File: src/rtl/cache_ctrl.sv
// cache_ctrl: controller for a single cache set array.
// It takes single-word CPU reads and writes and turns them into set commands
// (enable/comp/write). On a miss it writes back a dirty victim block, refills
// the four words from a word-wide memory port, and then retries the compare.
//
// Ports
//   clk, rst               : clock and synchronous active-high reset
//   cpu_req/we/addr/wdata  : CPU request; accepted when cpu_req & cpu_ready
//   cpu_ready              : high only while idle and out of reset
//   cpu_done               : one-cycle completion pulse
//   cpu_rdata, cpu_hit     : read data and first-compare hit, valid with cpu_done
//   set_en/comp/write/...  : command to the set array, held until set_ack
//   set_hit/dirty/...      : set array response, sampled with set_ack
//   mem_req/we/addr/wdata  : memory request, held until mem_ack
//   mem_rdata, mem_ack     : memory response
module cache_ctrl #(
    parameter int IDX_W = 3
) (
    input  logic                 clk,
    input  logic                 rst,
    input  logic                 cpu_req,
    input  logic                 cpu_we,
    input  logic [IDX_W+6:0]     cpu_addr,
    input  logic [15:0]          cpu_wdata,
    output logic                 cpu_ready,
    output logic                 cpu_done,
    output logic [15:0]          cpu_rdata,
    output logic                 cpu_hit,
    output logic                 set_en,
    output logic                 set_comp,
    output logic                 set_write,
    output logic [IDX_W-1:0]     set_index,
    output logic [1:0]           set_word,
    output logic [4:0]           set_tag,
    output logic [15:0]          set_data,
    output logic                 set_valid,
    input  logic                 set_hit,
    input  logic                 set_dirty,
    input  logic                 set_valid_out,
    input  logic                 set_ack,
    input  logic [4:0]           set_tag_out,
    input  logic [15:0]          set_data_out,
    output logic                 mem_req,
    output logic                 mem_we,
    output logic [IDX_W+6:0]     mem_addr,
    output logic [15:0]          mem_wdata,
    input  logic [15:0]          mem_rdata,
    input  logic                 mem_ack
);
    localparam int AW = IDX_W + 7;

    typedef enum logic [2:0] {
        S_IDLE, S_CMP, S_PROBE, S_WB_RD, S_WB_MEM, S_RF_MEM, S_RF_WR, S_DONE
    } state_t;

    state_t          state_q, state_d;
    logic [1:0]      k_q, k_d;
    logic            set_en_q, set_en_d;
    logic            mem_req_q, mem_req_d;
    logic            first_q, first_d;
    logic            hit_q, hit_d;
    logic [15:0]     rdata_q, rdata_d;
    logic            we_q, we_d;
    logic [AW-1:0]   addr_q, addr_d;
    logic [15:0]     wdata_q, wdata_d;
    logic [4:0]      victim_q, victim_d;
    logic [15:0]     buf_q, buf_d;      // word in flight: writeback or refill

    logic [4:0]       req_tag;
    logic [IDX_W-1:0] req_idx;
    logic [1:0]       req_word;
    logic             set_fire, set_issue, mem_fire, hit;

    assign req_tag  = addr_q[AW-1 -: 5];
    assign req_idx  = addr_q[IDX_W+1:2];
    assign req_word = addr_q[1:0];

    assign set_fire  = set_en_q & set_ack;
    // A new set command may only start once the previous ack has been seen low.
    assign set_issue = ~set_en_q & ~set_ack;
    assign mem_fire  = mem_req_q & mem_ack;
    assign hit       = set_hit & set_valid_out;

    always_ff @(posedge clk) begin
        if (rst) begin
            state_q   <= S_IDLE;
            k_q       <= 2'd0;
            set_en_q  <= 1'b0;
            mem_req_q <= 1'b0;
            first_q   <= 1'b0;
            hit_q     <= 1'b0;
            rdata_q   <= 16'd0;
        end else begin
            state_q   <= state_d;
            k_q       <= k_d;
            set_en_q  <= set_en_d;
            mem_req_q <= mem_req_d;
            first_q   <= first_d;
            hit_q     <= hit_d;
            rdata_q   <= rdata_d;
        end
    end

    always_ff @(posedge clk) begin
        we_q     <= we_d;
        addr_q   <= addr_d;
        wdata_q  <= wdata_d;
        victim_q <= victim_d;
        buf_q    <= buf_d;
    end

    always_comb begin
        state_d   = state_q;
        k_d       = k_q;
        set_en_d  = set_en_q;
        mem_req_d = mem_req_q;
        first_d   = first_q;
        hit_d     = hit_q;
        rdata_d   = rdata_q;
        we_d      = we_q;
        addr_d    = addr_q;
        wdata_d   = wdata_q;
        victim_d  = victim_q;
        buf_d     = buf_q;
        unique case (state_q)
            S_IDLE: begin
                if (cpu_req) begin
                    we_d     = cpu_we;
                    addr_d   = cpu_addr;
                    wdata_d  = cpu_wdata;
                    first_d  = 1'b1;
                    // Launch the compare on the accept edge when the set is quiet.
                    set_en_d = ~set_ack;
                    state_d  = S_CMP;
                end
            end
            S_CMP: begin
                if (set_fire) begin
                    set_en_d = 1'b0;
                    first_d  = 1'b0;
                    if (first_q) hit_d = hit;
                    if (hit) begin
                        if (!we_q) rdata_d = set_data_out;
                        state_d = S_DONE;
                    end else if (set_valid_out && set_dirty) begin
                        state_d = S_PROBE;
                    end else begin
                        k_d     = 2'd0;
                        state_d = S_RF_MEM;
                    end
                end else if (set_issue) begin
                    set_en_d = 1'b1;
                end
            end
            S_PROBE: begin
                if (set_fire) begin
                    set_en_d = 1'b0;
                    victim_d = set_tag_out;
                    k_d      = 2'd0;
                    state_d  = S_WB_RD;
                end else if (set_issue) begin
                    set_en_d = 1'b1;
                end
            end
            S_WB_RD: begin
                if (set_fire) begin
                    set_en_d = 1'b0;
                    buf_d    = set_data_out;
                    state_d  = S_WB_MEM;
                end else if (set_issue) begin
                    set_en_d = 1'b1;
                end
            end
            S_WB_MEM: begin
                if (mem_fire) begin
                    mem_req_d = 1'b0;
                    k_d       = 2'(k_q + 2'd1);
                    state_d   = (k_q == 2'd3) ? S_RF_MEM : S_WB_RD;
                end else if (!mem_req_q) begin
                    mem_req_d = 1'b1;
                end
            end
            S_RF_MEM: begin
                if (mem_fire) begin
                    mem_req_d = 1'b0;
                    buf_d     = mem_rdata;
                    state_d   = S_RF_WR;
                end else if (!mem_req_q) begin
                    mem_req_d = 1'b1;
                end
            end
            S_RF_WR: begin
                if (set_fire) begin
                    set_en_d = 1'b0;
                    k_d      = 2'(k_q + 2'd1);
                    state_d  = (k_q == 2'd3) ? S_CMP : S_RF_MEM;
                end else if (set_issue) begin
                    set_en_d = 1'b1;
                end
            end
            S_DONE: state_d = S_IDLE;
            default: state_d = S_IDLE;
        endcase
    end

    // Command fields are pure functions of state and latched registers, so they
    // stay constant for as long as a handshake is outstanding.
    always_comb begin
        set_comp  = 1'b0;
        set_write = 1'b0;
        set_index = '0;
        set_word  = 2'd0;
        set_tag   = 5'd0;
        set_data  = 16'd0;
        set_valid = 1'b0;
        mem_we    = 1'b0;
        mem_addr  = '0;
        mem_wdata = 16'd0;
        unique case (state_q)
            S_CMP: begin
                set_comp  = 1'b1;
                set_write = we_q;
                set_index = req_idx;
                set_word  = req_word;
                set_tag   = req_tag;
                set_data  = wdata_q;
                set_valid = 1'b1;
            end
            S_PROBE: begin
                set_index = req_idx;
                set_tag   = req_tag;
            end
            S_WB_RD: begin
                set_comp  = 1'b1;
                set_index = req_idx;
                set_word  = k_q;
                set_tag   = victim_q;
            end
            S_WB_MEM: begin
                mem_we    = mem_req_q;
                mem_addr  = {victim_q, req_idx, k_q};
                mem_wdata = buf_q;
            end
            S_RF_MEM: mem_addr = {req_tag, req_idx, k_q};
            S_RF_WR: begin
                set_write = 1'b1;
                set_index = req_idx;
                set_word  = k_q;
                set_tag   = req_tag;
                set_data  = buf_q;
                set_valid = (k_q == 2'd3);
            end
            default: ;
        endcase
    end

    assign cpu_ready = (state_q == S_IDLE) & ~rst;
    assign cpu_done  = (state_q == S_DONE);
    assign cpu_rdata = rdata_q;
    assign cpu_hit   = hit_q;
    assign set_en    = set_en_q;
    assign mem_req   = mem_req_q;
endmodule

File: config.mk
export PLATFORM = sky130hd
export DESIGN_NAME = cache_ctrl
export DESIGN_NICKNAME = d
export VERILOG_FILES = /design/src/rtl/cache_ctrl.sv
export SDC_FILE = /design/constraint.sdc
export NUM_CORES = 1
export LEC_CHECK = 0
export ABC_AREA = 1
export BUFFER_PORTS_ARGS = -buffer_cell sky130_fd_sc_hd__buf_2
export CORE_MARGIN = 10
export CORE_UTILIZATION = 44
export DETAILED_ROUTE_END_ITERATION = 8
export PLACE_DENSITY = 0.77
export SYNTH_ARGS = -nofsm -noshare
export SYNTH_HDL_FRONTEND = slang
export SYNTH_SLANG_ARGS = --single-unit
File: constraint.sdc
create_clock -name clk -period 1.9 [get_ports clk]
set_clock_uncertainty 0.1 [all_clocks]
set_input_delay 0.095 -clock clk [delete_from_list [all_inputs] [get_ports clk]]
set_output_delay 0.095 -clock clk [all_outputs]
set_load 0.005 [all_outputs]
==> results.sh <==
export IMPL_routed_via_density=5.05
export IMPL_slew_violations=0
export IMPL_critical_path_cell_chain="buf_4 > inv_2 > nand3_4 > buf_6 > o21ai_0 > buf_2"
export IMPL_path_depth=6
export IMPL_hold_path_class="input port to flip-flop"
export IMPL_synth_top_cell_by_area="edfxtp_1"
export IMPL_cts_inserted_buffers=9
export IMPL_cap_violations=0
export IMPL_initial_utilization=0.459
export IMPL_ios=149
export IMPL_drive_gt1_frac=0.357
export IMPL_core_region_area_mm2=0.00785
export IMPL_synth_nets=456
export IMPL_path_class="flip-flop to primary output"
export IMPL_grt_overflow=0
export IMPL_antenna_left=0
export IMPL_drt_wl_total_mm=13.0
export IMPL_fin_crit_ns=1.89
export IMPL_drtPass1Iterations=6
export IMPL_die_area_mm2=0.0122
export IMPL_slew_headroom=0.701
export IMPL_synth_area_top_cells="edfxtp_1 40%, dfxtp_1 14%, nand2_1 7.6%"
export IMPL_synth_ff_type="edfxtp_1"
export IMPL_synth_top_area_frac=0.401
export IMPL_rrSetupSlack_ns=0.23
export IMPL_ys_seq_elements=73
export IMPL_fin_hold_ws_ns=0.0553
export IMPL_cts_tree="yes"
export IMPL_dr_total_vias=3638
export IMPL_crit_slowest_cell="dfxtp_4"
export IMPL_hp_start="rst"
export IMPL_ys_async_sr_fraction=0
export IMPL_total_power_mw=5.81
export IMPL_synthCells=383
export IMPL_clk_pin_slew_ns=0.08
export IMPL_die_y_um=110
export IMPL_synth_warnings=0
export IMPL_grt_pass1_vias=3813
export IMPL_antenna_found_initial=9
export IMPL_clock_sinks=73
export IMPL_cp_required_ns=1.70
export IMPL_crit_family="buffers and inverters"
export IMPL_grt_pass1_wl_mm=19.9
export IMPL_track_usage=0.201
export IMPL_fmax_mhz=529
export IMPL_clockBufferDepth=2
export IMPL_r2r_cells=6
export IMPL_r2r_start="state_q[1]"
export IMPL_min_path_cells=2
export IMPL_grt_max_degree=25
export IMPL_peakVddDrop_uv=464
export IMPL_hold_end="cpu_hit"
export IMPL_yosysUniqueCellTypes=30
export IMPL_synth_edf_count=48
export IMPL_wl_per_cell_um=18.1
export IMPL_crit_arrival_ns=1.69
export IMPL_final_nets=678
export IMPL_synth_area_mm2=0.00360
export IMPL_drc_errors=0
export IMPL_portBuffers=148
export IMPL_r2r_end="buf_q[3]"
export IMPL_gp_congestion=0.883
export IMPL_max_stage_delay_ns=0.39
export IMPL_crit_path_start="state_q[0]"
export IMPL_period_share=0.994
export IMPL_worstMarginPinSlew_ns=0.447
export IMPL_worstSkewPairLatency_ns=0.36
export IMPL_crit_fanout=16
export IMPL_die_width_um=110
export IMPL_status="finished clean"
export IMPL_drt_iter0_drc=255
export IMPL_crit_path_end_kind="primary output"
export IMPL_area_growth_pct=50.7
export IMPL_p_leak_nw=2.65
export IMPL_avgSynthCellArea_um2=9.40
export IMPL_cp_start_kind="flip-flop"
export IMPL_fp_row_count=32
export IMPL_cts_root_buf="clkbuf_8"
export IMPL_setup_viol=0
export IMPL_p_per_area_mw_per_mm2=1070
export IMPL_hpwl_mm=8.70
export IMPL_htreeDepth=3
export IMPL_synth_seq_area_share=0.540
export IMPL_finalHoldViolCount=0
export IMPL_critPathBufInv=4
placed cells by master (no fill, tap or decap), types with 14 or more instances in the layout:
cell / count
dfxtp_1: 22
buf_2: 148
dlygate4sd3_1: 65
nand2_1: 71
a21oi_1: 20
inv_1: 44
nand3_1: 14
o21ai_0: 20
edfxtp_1: 48
nand4_1: 16
nor2_1: 52
mux2_4: 15
cells in the mapped netlist (4+ instances only):
| cell type | count |
|---|---|
| a21oi_1 | 20 |
| buf_2 | 4 |
| buf_6 | 7 |
| clkbuf_1 | 4 |
| dfxtp_1 | 25 |
| edfxtp_1 | 48 |
| inv_1 | 44 |
| inv_2 | 4 |
| mux2_4 | 15 |
| nand2_1 | 73 |
| nand3_1 | 15 |
| nand4_1 | 16 |
| nor2_1 | 53 |
| o21ai_0 | 20 |
| o22ai_1 | 10 |
cells by family after synthesis:
logic type / Yosys count / synth area share
buffers and inverters: 68 / 0.0914
multiplexers: 16 / 0.0657
AO/OA/AOI/OAI: 55 / 0.0814
flip-flops: 73 / 0.540
AND/OR/NAND/NOR: 170 / 0.218
adder cells (fa/ha/maj): 1 / 0.00348
worst reg2reg max path, cell delays in order (launching register included):
cell	delay [ns]
dfxtp_2	0.46
inv_6	0.07
nand2_4	0.10
inv_2	0.06
nand2_4	0.14
buf_12	0.18
mux2_4	0.32
timing repair:
item	CTS	global route
endpoints found under the hold margin	65	0
buffers inserted	0	1
gates resized for setup	5	9
pin swaps	0	1
cloned	0	0
hold buffers	65	0
setup endpoints to repair	26	28
worst max-delay path by stage:
stage | slack [ns] | endpoint
detailed placement | 0.11 | k_q[1]
CTS | 0.008 | set_data[10]
floorplan | 0.1 | buf_q[0]
global route | -0.01 | set_data[10]
global placement | 0.20 | k_q[1]
finish | 0.01 | set_data[12]
stage by stage:
step,setup TNS (ns),util,instances,worst slack [ns],instance area [µm²]
final,0,0.691,721,0.0105,5420
after global routing,-0.0152,0.691,721,-0.0134,5420
after CTS,0,0.683,711,0.00763,5360
after detailed placement,0,0.571,630,0.110,4480
after global placement,0,0.571,630,0.199,4480
after floorplan,0,-,383,0.0982,3600
power by group:
part	leakage (nW)	switching, mW	total (mW)	internal, mW
sequential	0.648	0.154	2.16	2.01
combinational	1.89	1.36	2.32	0.956
clock	0.112	0.611	1.33	0.724
total	2.65	2.13	5.81	3.69
layout make-up:
cell class | count | area, µm²
fillers | 616 | 2420
clock buffers | 12 | 166
repair buffers | 229 | 1570
inverters | 50 | 195
multi-input cells | 242 | 1350
clock inverters | 4 | 48.8
well taps | 102 | 128
flip-flops and latches | 73 | 1950
diodes | 9 | 22.5
sequential cells by signal (all words and copies together), names as in the netlist:
register,flops
wdata_q,16
state_q,3
set_en,1
addr_q,10
buf_q,16
victim_q,5
cpu_hit,1
k_q,2
first_q,1
mem_req,1
we_q,1
cpu_rdata,16
per-layer routing:
metal	global-route usage	wire length [µm]	part of all wire	up-vias
met5	0	0	0	-
met4	0.137	634	0.049	0
met3	0.0540	889	0.068	52
met2	0.334	6520	0.50	181
met1	0.220	4990	0.38	1674
li1	-	-	-	1731
(Power assumes the default switching activity.)
